### config.mk
export PLATFORM = sky130hd
export DESIGN_NAME = signed_vedic_mult_pipe
export DESIGN_NICKNAME = d
export VERILOG_FILES = /design/src/rtl/signed_vedic_mult_pipe_pkg.sv /design/src/rtl/signed_vedic_mult_pipe_vedic_umul.sv /design/src/rtl/signed_vedic_mult_pipe.sv
export SDC_FILE = /design/constraint.sdc
export NUM_CORES = 1
export LEC_CHECK = 0
export CORE_MARGIN = 3
export CORE_UTILIZATION = 35
export DETAILED_ROUTE_END_ITERATION = 8
export GPL_TIMING_DRIVEN = 0
export PLACE_DENSITY = 0.54
export SETUP_SLACK_MARGIN = 0.02
export SLEW_MARGIN = 10
export SYNTH_ARGS = -nofsm -noshare
export SYNTH_HDL_FRONTEND = slang
export SYNTH_SLANG_ARGS = --single-unit
### constraint.sdc
create_clock -name clk -period 6.99 [get_ports clk]
set_input_delay 1.398 -clock clk [delete_from_list [all_inputs] [get_ports clk]]
set_output_delay 1.398 -clock clk [all_outputs]
set_load 0.005 [all_outputs]
### src/rtl/signed_vedic_mult_pipe_pkg.sv
// Shared constants and helpers for the signed Vedic multiplier pipeline.
// The optional SVM_ACC_EN build uses SVM_ACC_GUARD as the accumulator headroom.
package svm_pkg;

  localparam int SVM_LATENCY   = 3;
  localparam int SVM_ACC_GUARD = 8;

  // Quadrant width: operands are split into two halves of this size.
  function automatic int svm_half(input int width);
    return (width + 1) / 2;
  endfunction

endpackage

### src/rtl/signed_vedic_mult_pipe_vedic_umul.sv
// Purely combinational unsigned N x N multiplier, built by recursively splitting
// the operands into quadrants down to Vedic 2x2 cells.
module vedic_umul #(
  parameter int N = 4
) (
  input  logic [N-1:0]   a,
  input  logic [N-1:0]   b,
  output logic [2*N-1:0] p
);

  if (N == 1) begin : g_bit
    assign p = {1'b0, a[0] & b[0]};
  end else if (N == 2) begin : g_cell
    // Vertical-and-crosswise 2x2 cell: cross products sum into the middle column.
    logic [1:0] mid;
    logic [1:0] top;
    assign mid = {1'b0, a[1] & b[0]} + {1'b0, a[0] & b[1]};
    assign top = {1'b0, a[1] & b[1]} + {1'b0, mid[1]};
    assign p   = {top, mid[0], a[0] & b[0]};
  end else begin : g_split
    localparam int H = (N + 1) / 2;
    logic [2*H-1:0] a_ext, b_ext;
    logic [2*H-1:0] p_ll, p_hl, p_lh, p_hh;
    logic [4*H-1:0] p_full;

    assign a_ext = (2*H)'(a);
    assign b_ext = (2*H)'(b);

    vedic_umul #(.N(H)) u_ll (.a(a_ext[H-1:0]),   .b(b_ext[H-1:0]),   .p(p_ll));
    vedic_umul #(.N(H)) u_hl (.a(a_ext[2*H-1:H]), .b(b_ext[H-1:0]),   .p(p_hl));
    vedic_umul #(.N(H)) u_lh (.a(a_ext[H-1:0]),   .b(b_ext[2*H-1:H]), .p(p_lh));
    vedic_umul #(.N(H)) u_hh (.a(a_ext[2*H-1:H]), .b(b_ext[2*H-1:H]), .p(p_hh));

    assign p_full = (4*H)'(p_ll)
                  + (((4*H)'(p_hl) + (4*H)'(p_lh)) << H)
                  + ((4*H)'(p_hh) << (2*H));
    assign p = p_full[2*N-1:0];

    // Odd N pads with zeros, so the bits above 2*N are always zero.
    if (4*H > 2*N) begin : g_trunc
      logic p_unused;
      assign p_unused = ^p_full[4*H-1:2*N];
    end
  end

endmodule

### src/rtl/signed_vedic_mult_pipe.sv
// Three-stage signed multiplier (magnitude, quadrant products, combine/sign).
// Defining SVM_ACC_EN turns the last stage into a multiply-accumulate with acc_clr.
module signed_vedic_mult_pipe
  import svm_pkg::*;
#(
  parameter int WIDTH = 9,
  parameter int HALF  = svm_half(WIDTH)
) (
  input  logic                             clk,
  input  logic                             rst,
  input  logic                             in_valid,
  output logic                             in_ready,
  input  logic [WIDTH-1:0]                 in_a,
  input  logic [WIDTH-1:0]                 in_b,
  output logic                             out_valid,
  input  logic                             out_ready,
`ifdef SVM_ACC_EN
  input  logic                             acc_clr,
  output logic [2*WIDTH+SVM_ACC_GUARD-1:0] out_p
`else
  output logic [2*WIDTH-1:0]               out_p
`endif
);

  // Handshake: a beat moves on a port when its valid and ready are both high
  // at a rising edge; all stages shift together whenever the output slot frees.
  logic adv, take;
  assign adv      = ~out_valid | out_ready;
  assign in_ready = adv & ~rst;
  assign take     = in_valid & in_ready;

  // Stage 1: magnitudes; the most-negative value maps to 2^(WIDTH-1) unsigned.
  logic [WIDTH-1:0] mag_a, mag_b;
  logic             neg_in;
  assign mag_a  = in_a[WIDTH-1] ? (~in_a + WIDTH'(1)) : in_a;
  assign mag_b  = in_b[WIDTH-1] ? (~in_b + WIDTH'(1)) : in_b;
  assign neg_in = (in_a[WIDTH-1] ^ in_b[WIDTH-1]) & (|in_a) & (|in_b);

  logic             s1_valid, s1_neg;
  logic [WIDTH-1:0] s1_mag_a, s1_mag_b;

  // Stage 2: four quadrant products of the zero-extended magnitudes.
  logic [2*HALF-1:0] ext_a, ext_b;
  logic [2*HALF-1:0] q_ll, q_hl, q_lh, q_hh;
  assign ext_a = (2*HALF)'(s1_mag_a);
  assign ext_b = (2*HALF)'(s1_mag_b);

  vedic_umul #(.N(HALF)) u_ll (.a(ext_a[HALF-1:0]),      .b(ext_b[HALF-1:0]),      .p(q_ll));
  vedic_umul #(.N(HALF)) u_hl (.a(ext_a[2*HALF-1:HALF]), .b(ext_b[HALF-1:0]),      .p(q_hl));
  vedic_umul #(.N(HALF)) u_lh (.a(ext_a[HALF-1:0]),      .b(ext_b[2*HALF-1:HALF]), .p(q_lh));
  vedic_umul #(.N(HALF)) u_hh (.a(ext_a[2*HALF-1:HALF]), .b(ext_b[2*HALF-1:HALF]), .p(q_hh));

  logic              s2_valid, s2_neg;
  logic [2*HALF-1:0] s2_ll, s2_hl, s2_lh, s2_hh;

`ifdef SVM_ACC_EN
  logic s1_clr, s2_clr;
`endif

  // Stage 3: recombine quadrants; |p| <= 2^(2*WIDTH-2) so truncation is exact.
  logic [4*HALF-1:0]  u_full;
  logic [2*WIDTH-1:0] u, prod;
  assign u_full = (4*HALF)'(s2_ll)
                + (((4*HALF)'(s2_hl) + (4*HALF)'(s2_lh)) << HALF)
                + ((4*HALF)'(s2_hh) << (2*HALF));
  assign u      = u_full[2*WIDTH-1:0];
  assign prod   = s2_neg ? (~u + (2*WIDTH)'(1)) : u;

  if (4*HALF > 2*WIDTH) begin : g_trunc
    logic u_unused;
    assign u_unused = ^u_full[4*HALF-1:2*WIDTH];
  end

  always_ff @(posedge clk) begin
    if (rst) begin
      s1_valid  <= 1'b0;
      s1_neg    <= 1'b0;
      s1_mag_a  <= '0;
      s1_mag_b  <= '0;
      s2_valid  <= 1'b0;
      s2_neg    <= 1'b0;
      s2_ll     <= '0;
      s2_hl     <= '0;
      s2_lh     <= '0;
      s2_hh     <= '0;
      out_valid <= 1'b0;
      out_p     <= '0;
`ifdef SVM_ACC_EN
      s1_clr    <= 1'b0;
      s2_clr    <= 1'b0;
`endif
    end else if (adv) begin
      s1_valid  <= take;
      s2_valid  <= s1_valid;
      out_valid <= s2_valid;
      if (take) begin
        s1_mag_a <= mag_a;
        s1_mag_b <= mag_b;
        s1_neg   <= neg_in;
`ifdef SVM_ACC_EN
        s1_clr   <= acc_clr;
`endif
      end
      if (s1_valid) begin
        s2_ll  <= q_ll;
        s2_hl  <= q_hl;
        s2_lh  <= q_lh;
        s2_hh  <= q_hh;
        s2_neg <= s1_neg;
`ifdef SVM_ACC_EN
        s2_clr <= s1_clr;
`endif
      end
      if (s2_valid) begin
`ifdef SVM_ACC_EN
        out_p <= (s2_clr ? '0 : out_p) + {{SVM_ACC_GUARD{prod[2*WIDTH-1]}}, prod};
`else
        out_p <= prod;
`endif
      end
    end
  end

endmodule

==> results of run 1 <==
-- critical path: stages (launching register included) --
cell      delay, ns
dfxtp_1        0.29
clkbuf_1       0.27
and2_1         0.27
ha_1           0.19
ha_1           0.27
inv_1          0.05
fa_1           0.50
fa_1           0.48
inv_1          0.07
ha_1           0.17
inv_1          0.06
fa_1           0.47
inv_1          0.04
ha_1           0.33
o21ai_0        0.11
nand2b_1       0.11
a21o_1         0.19
a21oi_1        0.17
xnor2_1        0.23
nand2_1        0.13
a21oi_1        0.16
-- cell type report --
type | count | area [sq um] | area share [%]
repair buffers | 38 | 380 | 4.98
well taps | 229 | 287 | 3.75
flip-flops and latches | 79 | 1580 | 20.7
multi-input cells | 606 | 4730 | 61.9
clock buffers | 10 | 229 | 3.00
plain buffers | 28 | 140 | 1.84
inverters | 61 | 229 | 3.00
clock inverters | 5 | 58.8 | 0.770
-- final timing paths --
| kind | startpoint | end | cells past startpoint |
|---|---|---|---|
| max | s1_mag_a[0] | s2_ll[9] | 20 |
| min | out_p[0] | out_p[0] | 2 |
| max reg2reg | s1_mag_a[0] | s2_ll[9] | 20 |
| min reg2reg | out_p[0] | out_p[0] | 2 |
-- metal layers --
metal / vias to the layer above / part of all wire (%)
met5: - / 0
met4: 0 / 0.68
met3: 9 / 3.6
met2: 66 / 46
met1: 2301 / 49
li1: 2751 / -
-- state kept, by name, indices dropped and copies added, names as in the netlist --
signal	count
s2_valid	1
s2_hh	8
s2_hl	10
s2_lh	10
out_p	18
s2_neg	1
s1_neg	1
s1_mag_b	9
s2_ll	10
out_valid	1
s1_valid	1
s1_mag_a	9
-- cells in the final DEF (no fill, tap or decap), types with 23 or more instances in the layout --
cell             instances
ha_1                    99
dfxtp_1                 79
clkdlybuf4s50_1         38
nand2_1                 68
nor2_1                  31
and2_1                  74
clkbuf_1                23
fa_1                    24
o21ai_0                 48
a21o_1                  25
xnor2_1                 34
xor2_1                  35
a21oi_1                 47
inv_1                   61
-- where the power goes --
part           switching, mW  total [mW]  leakage [nW]  internal, mW
Sequential            0.0237       0.492         0.643         0.468
Clock                  0.195       0.470         0.135         0.275
Combinational         0.0939       0.167          2.82        0.0734
Total                  0.313        1.13          3.59         0.817
-- cell families after synthesis --
logic type | after synthesis | synth area share [%]
AOI/OAI and AO/OA | 183 | 17.5
xor gates and xnor gates | 69 | 9.05
adders and majority gates | 123 | 25.7
buffers and inverters | 89 | 5.53
DFF | 79 | 23.7
muxes | 3 | 0.450
and+or+nand+nor | 228 | 18.1
==> metrics.md, run 1 <==
| Metric | Value |
|---|---|
| GR Layer Usage met2 | `about 26%` |
| Final setup fails | `0` |
| First-pass GRT wire length | `approximately 25000 um` |
| Post-layout net count | `about 970` |
| Status | `complete, no violations` |
| Number of CTS-inserted buffers | `9` |
| # DRC | `0` |
| Fraction of layout cells with a size suffix above 1 | `between 2 and 3%` |
| Final core occ | `a little over two fifths` |
| Root buffer cell | `clkbuf_16` |
| EDFF count, synth | `0` |
| Most frequent cells after synthesis | `ha_1 (99), dfxtp_1 (79), and2_1 (74), nand2_1 (68), inv_1 (61)` |
| Most Crowded Layer GR | `met2` |
| Gpl congestion | `0.813` |
| Initial Util | `between 30% and 40%` |
| Pre-CTS WS | `about 2.4 ns` |
| Number of placed instances, taps included | `around 1000` |
| Antenna violations before repair | `0` |
| Layout Skew | `0.00466 ns` |
| Largest net degree at the start of global routing | `14` |
| Cell with the most instances after synthesis | `ha_1` |
| CTS max path bufs | `2` |
| CTS tree | `built` |
| Synth Cell Area | `approximately 6700 sq um` |
| CTS sink count | `79` |
| Hold WS | `~0.45 ns` |
| Synth warnings | `0` |
| Vias/cell | `a little under 5` |
| Area grow syn2layout | `14.3%` |
| Starting DRT DRC Count | `approximately 250` |
| Filler instances | `roughly 1900` |
| Placed Area | `approximately 7300 sq um` |
| Diode count | `0` |
| Total Power | `approximately 1.1 mW` |
| Met1 Use GR | `about a fifth` |
| CTS resizes | `0` |
| Area contributors post-synth | `dfxtp_1 (24%), ha_1 (19%), fa_1 (7.2%), and2_1 (6.9%), xor2_1 (4.6%)` |
| # IOs | `between 40 and 50` |
| Max Freq | `~0.22 GHz` |
| Chip Width | `144 um` |
| Pwr Density | `148 nW/um^2` |
| Vias | `between 5000 and 6000` |
| Die Ht | `~140 um` |
| Max VDD drop | `about 110 uV` |
| Critical-path maximum fanout | `10` |
| Worst Setup Start Kind | `flop` |
| Synth cell types | `46` |
| Setup TNS | `0 ns` |
| Syn Nets | `around 900` |
| Detail Placement HPWL | `between 10000 and 15000 um` |
| H-Tree Depth | `3` |
| Worst Hold Class | `reg -> reg` |
| Total grt overflow | `0` |
| Final min period | `about 4.6 ns` |
| Met3 GRT Util | `under 10%` |
| Synth area leader | `dfxtp_1` |
| # Max-Cap Violations | `0` |
| Final setup margin | `2.38 ns` |
| Post-CTS Setup Inserts | `0` |
| Syn avg cell area | `8.63 sq um` |
| Core area | `18300 sq um` |
| Synth top area share | `a little under a quarter` |
| Worst-path clk slew | `roughly 0.060 ns` |
| Die area | `about 21000 sq um` |
| WL/cell | `~15 um` |
| Worst R2R Setup Slack | `~2.4 ns` |
| Total GRT Usage | `15.4%` |
| FP Rows | `49` |
| Worst setup EP type | `flop` |
| Relative slew slack | `between 50 and 60%` |
| Final Hold Fails | `0` |
| Detailed Route WL | `15400 um` |
| Number of global-route vias before repair | `approximately 5000` |
| Asr flop ratio synth | `0%` |
| Register area share after synthesis | `around a quarter` |
| Antenna Nets Post-Route | `0` |
| Finished Layout Cells | `approximately 1100` |
| Worst-Margin Slew | `between 0.6 and 0.7 ns` |
| Unrepaired setup endpoints after global routing | `no` |
| Slew Viols, Final | `0` |
| Cells after synthesis | `774` |
| Drt pass-1 iters | `5` |
| Design area | `around 7600 sq um` |
| Hold buffer count at CTS | `0` |
| Crit share post-route | `~66%` |
| Clock Latency Late Sink | `between 0.3 and 0.4 ns` |
| Pleak | `about 3.6 nW` |
| Arrival time worst endpoint | `4.89 ns` |
| Critical path start-end classification | `reg -> reg` |
| CP required | `7.27 ns` |
| PortBufs | `38` |
| Top FF cell, synth | `dfxtp_1` |
| Yosys reg bits | `79` |
(Power assumes the default switching activity.)
==> run 2: changes to the inputs <==
- PLACE_DENSITY: 0.54 -> 0.56
- clock period: 6.99 -> 3.99 ns (I/O delays scaled with it)
==> run 2 against run 1 <==
  * Sequential power is 74% higher
  * Via count is 3.5% higher
  * Combinational power is 95% higher
  * Clock skew is 0.0043 ns higher
  * Cell count is 2.0% higher
  * Global-route usage is 0.15 points higher
  * Largest cell class unchanged
==> metrics.md, run 2 (same netlist as run 1, synthesis figures left out) <==
| Metric | Value |
|---|---|
| Core area | `around 18000 sq um` |
| Crit share post-route | `a little over nine tenths` |
| Status | `complete, no violations` |
| CTS sink count | `79` |
| Max VDD drop | `199 uV` |
| Pwr Density | `about 240 nW/um^2` |
| Antenna violations before repair | `0` |
| Number of CTS-inserted buffers | `9` |
| Worst Hold Class | `reg -> reg` |
| CTS max path bufs | `2` |
| Drt pass-1 iters | `6` |
| Detailed Route WL | `about 16000 um` |
| # Max-Cap Violations | `0` |
| First-pass GRT wire length | `around 26000 um` |
| Diode count | `0` |
| Die area | `around 21000 sq um` |
| Critical path start-end classification | `reg -> reg` |
| # DRC | `0` |
| Final min period | `about 3.9 ns` |
| Final Hold Fails | `0` |
| Met1 Use GR | `20.2%` |
| GR Layer Usage met2 | `between 20 and 30%` |
| Unrepaired setup endpoints after global routing | `yes` |
| Worst-Margin Slew | `between 0.7 and 0.8 ns` |
| Slew Viols, Final | `0` |
| Met3 GRT Util | `around 3.2%` |
| H-Tree Depth | `3` |
| WL/cell | `approximately 15 um` |
| Most Crowded Layer GR | `met2` |
| Worst R2R Setup Slack | `0.05 ns` |
| Fraction of layout cells with a size suffix above 1 | `11.1%` |
| CTS tree | `built` |
| Final setup fails | `0` |
| Total grt overflow | `0` |
| Starting DRT DRC Count | `160` |
| Vias/cell | `4.93` |
| Most frequent cells in the layout | `ha_1 (92), and2_1 (69), nand2_1 (68)` |
| Chip Width | `between 100 and 150 um` |
| Gpl congestion | `between 0.8 and 0.9` |
| Hold WS | `0.455 ns` |
| Largest net degree at the start of global routing | `14` |
| Pleak | `~3.7 nW` |
| Most flop-heavy register | `out_p` |
| Root buffer cell | `clkbuf_16` |
| Antenna Nets Post-Route | `0` |
| Arrival time worst endpoint | `~4.2 ns` |
| Clock Latency Late Sink | `0.35 ns` |
| Post-layout net count | `roughly 990` |
| Critical-path maximum fanout | `4` |
| Worst-path clk slew | `0.06 ns` |
| Layout Skew | `0.00897 ns` |
| Final core occ | `a little over two fifths` |
| Relative slew slack | `about half` |
| Worst setup EP type | `flop` |
| Total GRT Usage | `between 15 and 20%` |
| Vias | `roughly 5300` |
| Area grow syn2layout | `20.0%` |
| Number of global-route vias before repair | `around 5000` |
| Worst Setup Start Kind | `flop` |
| Max Freq | `approximately 0.25 GHz` |
| # IOs | `42` |
| Detail Placement HPWL | `roughly 12000 um` |
| CP required | `roughly 4.2 ns` |
| Initial Util | `a little over a third` |
| PortBufs | `38` |
| Max reg flops | `18` |
| Die Ht | `~140 um` |
| Commonest non-fill, non-tap cell in the layout | `ha_1` |
| Setup TNS | `0 ns` |
| FP Rows | `just under 50` |
==> run 2: changes by cell type in the layout (fill, tap and decap cells not counted), moves of 5 or more <==
| cell | change |
|---|---|
| ha_1 | -7 |
| a21oi_1 | -9 |
| a21oi_2 | +9 |
| dfxtp_4 | +8 |
| and2_1 | -5 |
| buf_4 | +23 |
| and2_4 | +5 |
| dfxtp_1 | -12 |
| ha_4 | +6 |
==> run 2: layout make-up <==
cell class | count | area [sq um]
Timing Repair Buffer | 61 | 553
Sequential cell | 79 | 1620
Multi-Input combinational cell | 606 | 4940
Clock buffer | 11 | 233
Clock inverter | 5 | 33.8
Buffer | 25 | 129
Inverter | 61 | 229
Fill cell | 1815 | 10300
Tap cell | 229 | 287
==> run 2: path summary, 6_finish.rpt <==
kind	start	end	cells past startpoint
worst min-delay path	out_p[6]	out_p[6]	2
worst max-delay path	s2_lh[0]	out_p[17]	17
worst max register to register	s2_lh[0]	out_p[17]	17
worst min register to register	out_p[6]	out_p[6]	2
==> run 2: what timing repair did <==
item                                    CTS  global route
pin swaps                                16            23
hold buffers                              0             0
buffers inserted                         15             8
gates resized for setup                  41            25
endpoints found under the setup margin    6             8
hold endpoints to repair                  0             0
==> run 2: per-stage QoR <==
step / instance area, sq um / std cells / worst slack [ns] / power (mW)
final: 8020 / 1077 / 0.0512 / 1.95
after global routing: 8020 / 1077 / -0.144 / 2.04
after CTS: 7830 / 1070 / -0.00816 / 1.96
after floorplan: 6690 / 774 / 0.0207 / 1.05
after detailed placement: 7350 / 1041 / -0.443 / 1.17
after global placement: 7350 / 1041 / -0.414 / 1.17
==> run 2: critical path, stage by stage, from the launching register on <==
cell	delay, ns
dfxtp_2	0.34
ha_4	0.16
fa_2	0.38
a21oi_2	0.14
nor2_1	0.06
nor2_2	0.13
o21bai_1	0.09
a21oi_2	0.22
xnor2_2	0.17
ha_4	0.25
a2111oi_4	0.27
o21ai_1	0.13
a21boi_2	0.19
xor2_1	0.19
or4_4	0.59
o41ai_4	0.23
xor2_1	0.19
a211oi_1	0.08
==> run 2: layer usage <==
layer / part of all wire [%] / up-vias
met2: 48 / 58
li1: - / 2796
met5: 0 / -
met1: 48 / 2442
met4: 0.93 / 0
met3: 2.3 / 13
==> run 2: where the power goes <==
| group | internal, mW | total [mW] | switching [mW] |
|---|---|---|---|
| clock | 0.422 | 0.766 | 0.344 |
| combinational | 0.146 | 0.326 | 0.180 |
| sequential | 0.819 | 0.856 | 0.0362 |
==> run 3: changes to the inputs <==
- CORE_UTILIZATION: 35 -> 34
- PLACE_DENSITY: 0.56 -> 0.54
==> run 3 against run 2 <==
  * Flip-flop and latch count unchanged
  * Largest power group unchanged
  * Critical endpoint is now s2_ll[9]
  * Cell area increased by 0.84%
  * Highest routed layer unchanged
  * Critical path type unchanged
  * Count of clock-buffer cells in the layout unchanged
==> metrics.md, run 3 (same netlist as run 1, synthesis figures left out) <==
| Metric | Value |
|---|---|
| Status | `complete, no violations` |
| CP Buf/Inv Count | `3` |
| Critical path's largest stage delay | `roughly 0.55 ns` |
| Final setup margin | `about 0.083 ns` |
| Critical-path maximum fanout | `3` |
| CP required | `~4.3 ns` |
| Slew Viols, Final | `0` |
| H-Tree Depth | `3` |
| Clock Latency Late Sink | `0.35 ns` |
| Root buffer cell | `clkbuf_16` |
| Number of global-route vias before repair | `between 5000 and 6000` |
| Vias/cell | `between 4 and 5` |
| Most frequent cells in the layout | `ha_1 (90), and2_1 (69), nand2_1 (68)` |
| Detailed Route WL | `15900 um` |
| # DRC | `0` |
| WHS Endpoint | `out_p[0]` |
| Worst R2R Setup Slack | `between 0.08 and 0.09 ns` |
| Layout Skew | `between 0.008 and 0.009 ns` |
| CTS sink count | `79` |
| Design area | `a little over 8000 sq um` |
| Gpl congestion | `0.747` |
| Final setup fails | `0` |
| Max Freq | `around 0.26 GHz` |
| Worst setup EP type | `flop` |
| Die Ht | `between 100 and 150 um` |
| CP cell instances | `and2_4 -> ha_4 -> ha_4 -> inv_2 -> fa_1 -> fa_1 -> inv_1 -> ha_2 -> inv_2 -> fa_1 -> xnor2_1 -> ha_1 -> a21o_1 -> a21oi_2 -> xnor2_2 -> nand2_1 -> a21oi_2` |
| Die area | `approximately 21000 sq um` |
| Relative slew slack | `roughly half` |
| Chip Width | `between 100 and 150 um` |
| Pleak | `~3.7 nW` |
| Hold_sp | `out_p[0]` |
| Worst-path clk slew | `approximately 0.060 ns` |
| R2R depth | `17` |
| Hold path depth | `2` |
| # IOs | `42` |
| Worst path most repeated cell | `fa_1` |
| PortBufs | `38` |
| Crit Reg-Reg Endpoint | `s2_ll[9]` |
| Most flop-heavy register | `out_p` |
| Total GRT Usage | `15.2%` |
| Hold buffer count at CTS | `0` |
| Core area | `19000 sq um` |
| Worst Setup Start Kind | `flop` |
| Largest net degree at the start of global routing | `14` |
| Worst Hold Class | `reg -> reg` |
| FP Rows | `50` |
| Setup TNS | `0 ns` |
| Pre-CTS WS | `-0.466 ns` |
| Crit path max-delay cell type | `fa_1` |
| Antenna violations before repair | `0` |
| Pwr Density | `249 nW/um^2` |
| Placed Area | `about 7400 sq um` |
| R2r startpoint | `s1_mag_a[1]` |
| CTS max path bufs | `2` |
| Starting DRT DRC Count | `123` |
| Post-layout net count | `approximately 990` |
| Diode count | `0` |
| Worst-Margin Slew | `0.731 ns` |
| Commonest non-fill, non-tap cell in the layout | `ha_1` |
| CTS tree | `built` |
| Fraction of layout cells with a size suffix above 1 | `a little under an eighth` |
| Detail Placement HPWL | `between 10000 and 15000 um` |
| Unrepaired setup endpoints after global routing | `yes` |
| Critical path start-end classification | `reg -> reg` |
| Final Hold Fails | `0` |
| WL/cell | `14.4 um` |
| Max VDD drop | `204 uV` |
| First-pass GRT wire length | `~26000 um` |
| Initial Util | `between 30% and 40%` |
| Drt pass-1 iters | `4` |
| # Max-Cap Violations | `0` |
| Total grt overflow | `0` |
| Final min period | `slightly below 4 ns` |
| Number of CTS-inserted buffers | `9` |
| Antenna Nets Post-Route | `0` |
| Vias | `about 5300` |
| Area grow syn2layout | `21.0%` |
| Crit share post-route | `97.9%` |
| Arrival time worst endpoint | `between 4 and 5 ns` |
| CP delay by family, top | `adder cells` |
| Max reg flops | `18` |
run 3: changes by cell type in the layout (fill, tap and decap cells not counted), sizes merged:
cell | previous run | this run
bufinv | 0 | 1
clkinvlp | 2 | 0
buf | 28 | 27
run 3: timing repair:
item,CTS,global route
setup endpoints to repair,7,7
gates resized for setup,45,24
endpoints found under the hold margin,0,0
setup buffers,17,5
pin swaps,15,16
run 3: power breakdown:
part / total (mW) / switching, mW / internal [mW] / leakage [nW]
clock: 0.829 / 0.343 / 0.486 / 0.140
combinational: 0.325 / 0.181 / 0.144 / 2.94
sequential: 0.855 / 0.0357 / 0.819 / 0.650
run 3: worst max-delay path by stage:
stage / slack, ns / endpoint / startpoint / cells after the start
3_3_place_gp: -0.41 / s2_ll[9] / s1_mag_a[3] / 20
4_1_cts: 0.02 / s2_ll[9] / s1_mag_a[1] / 19
6_report: 0.08 / s2_ll[9] / s1_mag_a[1] / 17
2_1_floorplan: 0.02 / s2_ll[9] / s1_mag_a[3] / 20
3_5_place_dp: -0.47 / s2_ll[9] / s1_mag_a[3] / 20
5_1_grt: -0.07 / s2_ll[9] / s1_mag_a[4] / 19
run 3: tightest hold or removal path, delay by kind of cell, from the launching register on:
kind               cells  cell delay [ns]
AOI/OAI and AO/OA      1             0.05
and+or+nand+nor        1             0.05
DFF                    1             0.31
run 3: per-stage QoR:
step	std cells	utilization, %	hold slack (ns)	power (mW)
after floorplan	774	-	0.429	1.05
after global placement	1072	38.9	0.443	1.17
after detailed placement	1072	38.9	0.450	1.18
after CTS	1102	41.7	0.461	2.03
after global routing	1106	42.5	0.485	2.12
final	1106	42.5	0.458	2.01
run 3: layout make-up:
type | count | area, sq um
Multi-Input combinational cell | 606 | 4950
Fill cell | 1950 | 10900
Clock buffer | 11 | 233
Inverter | 61 | 229
Sequential cell | 79 | 1620
Tap cell | 260 | 325
Clock inverter | 4 | 56.3
Buffer | 25 | 129
Timing Repair Buffer | 60 | 546
run 3: layer usage:
metal	up-vias	global-route usage (%)	wire length (um)
met4	0	3.15	172
met1	2439	19.5	7540
met2	63	26.4	7740
met5	-	0	0
met3	10	3.29	425
li1	2787	-	-
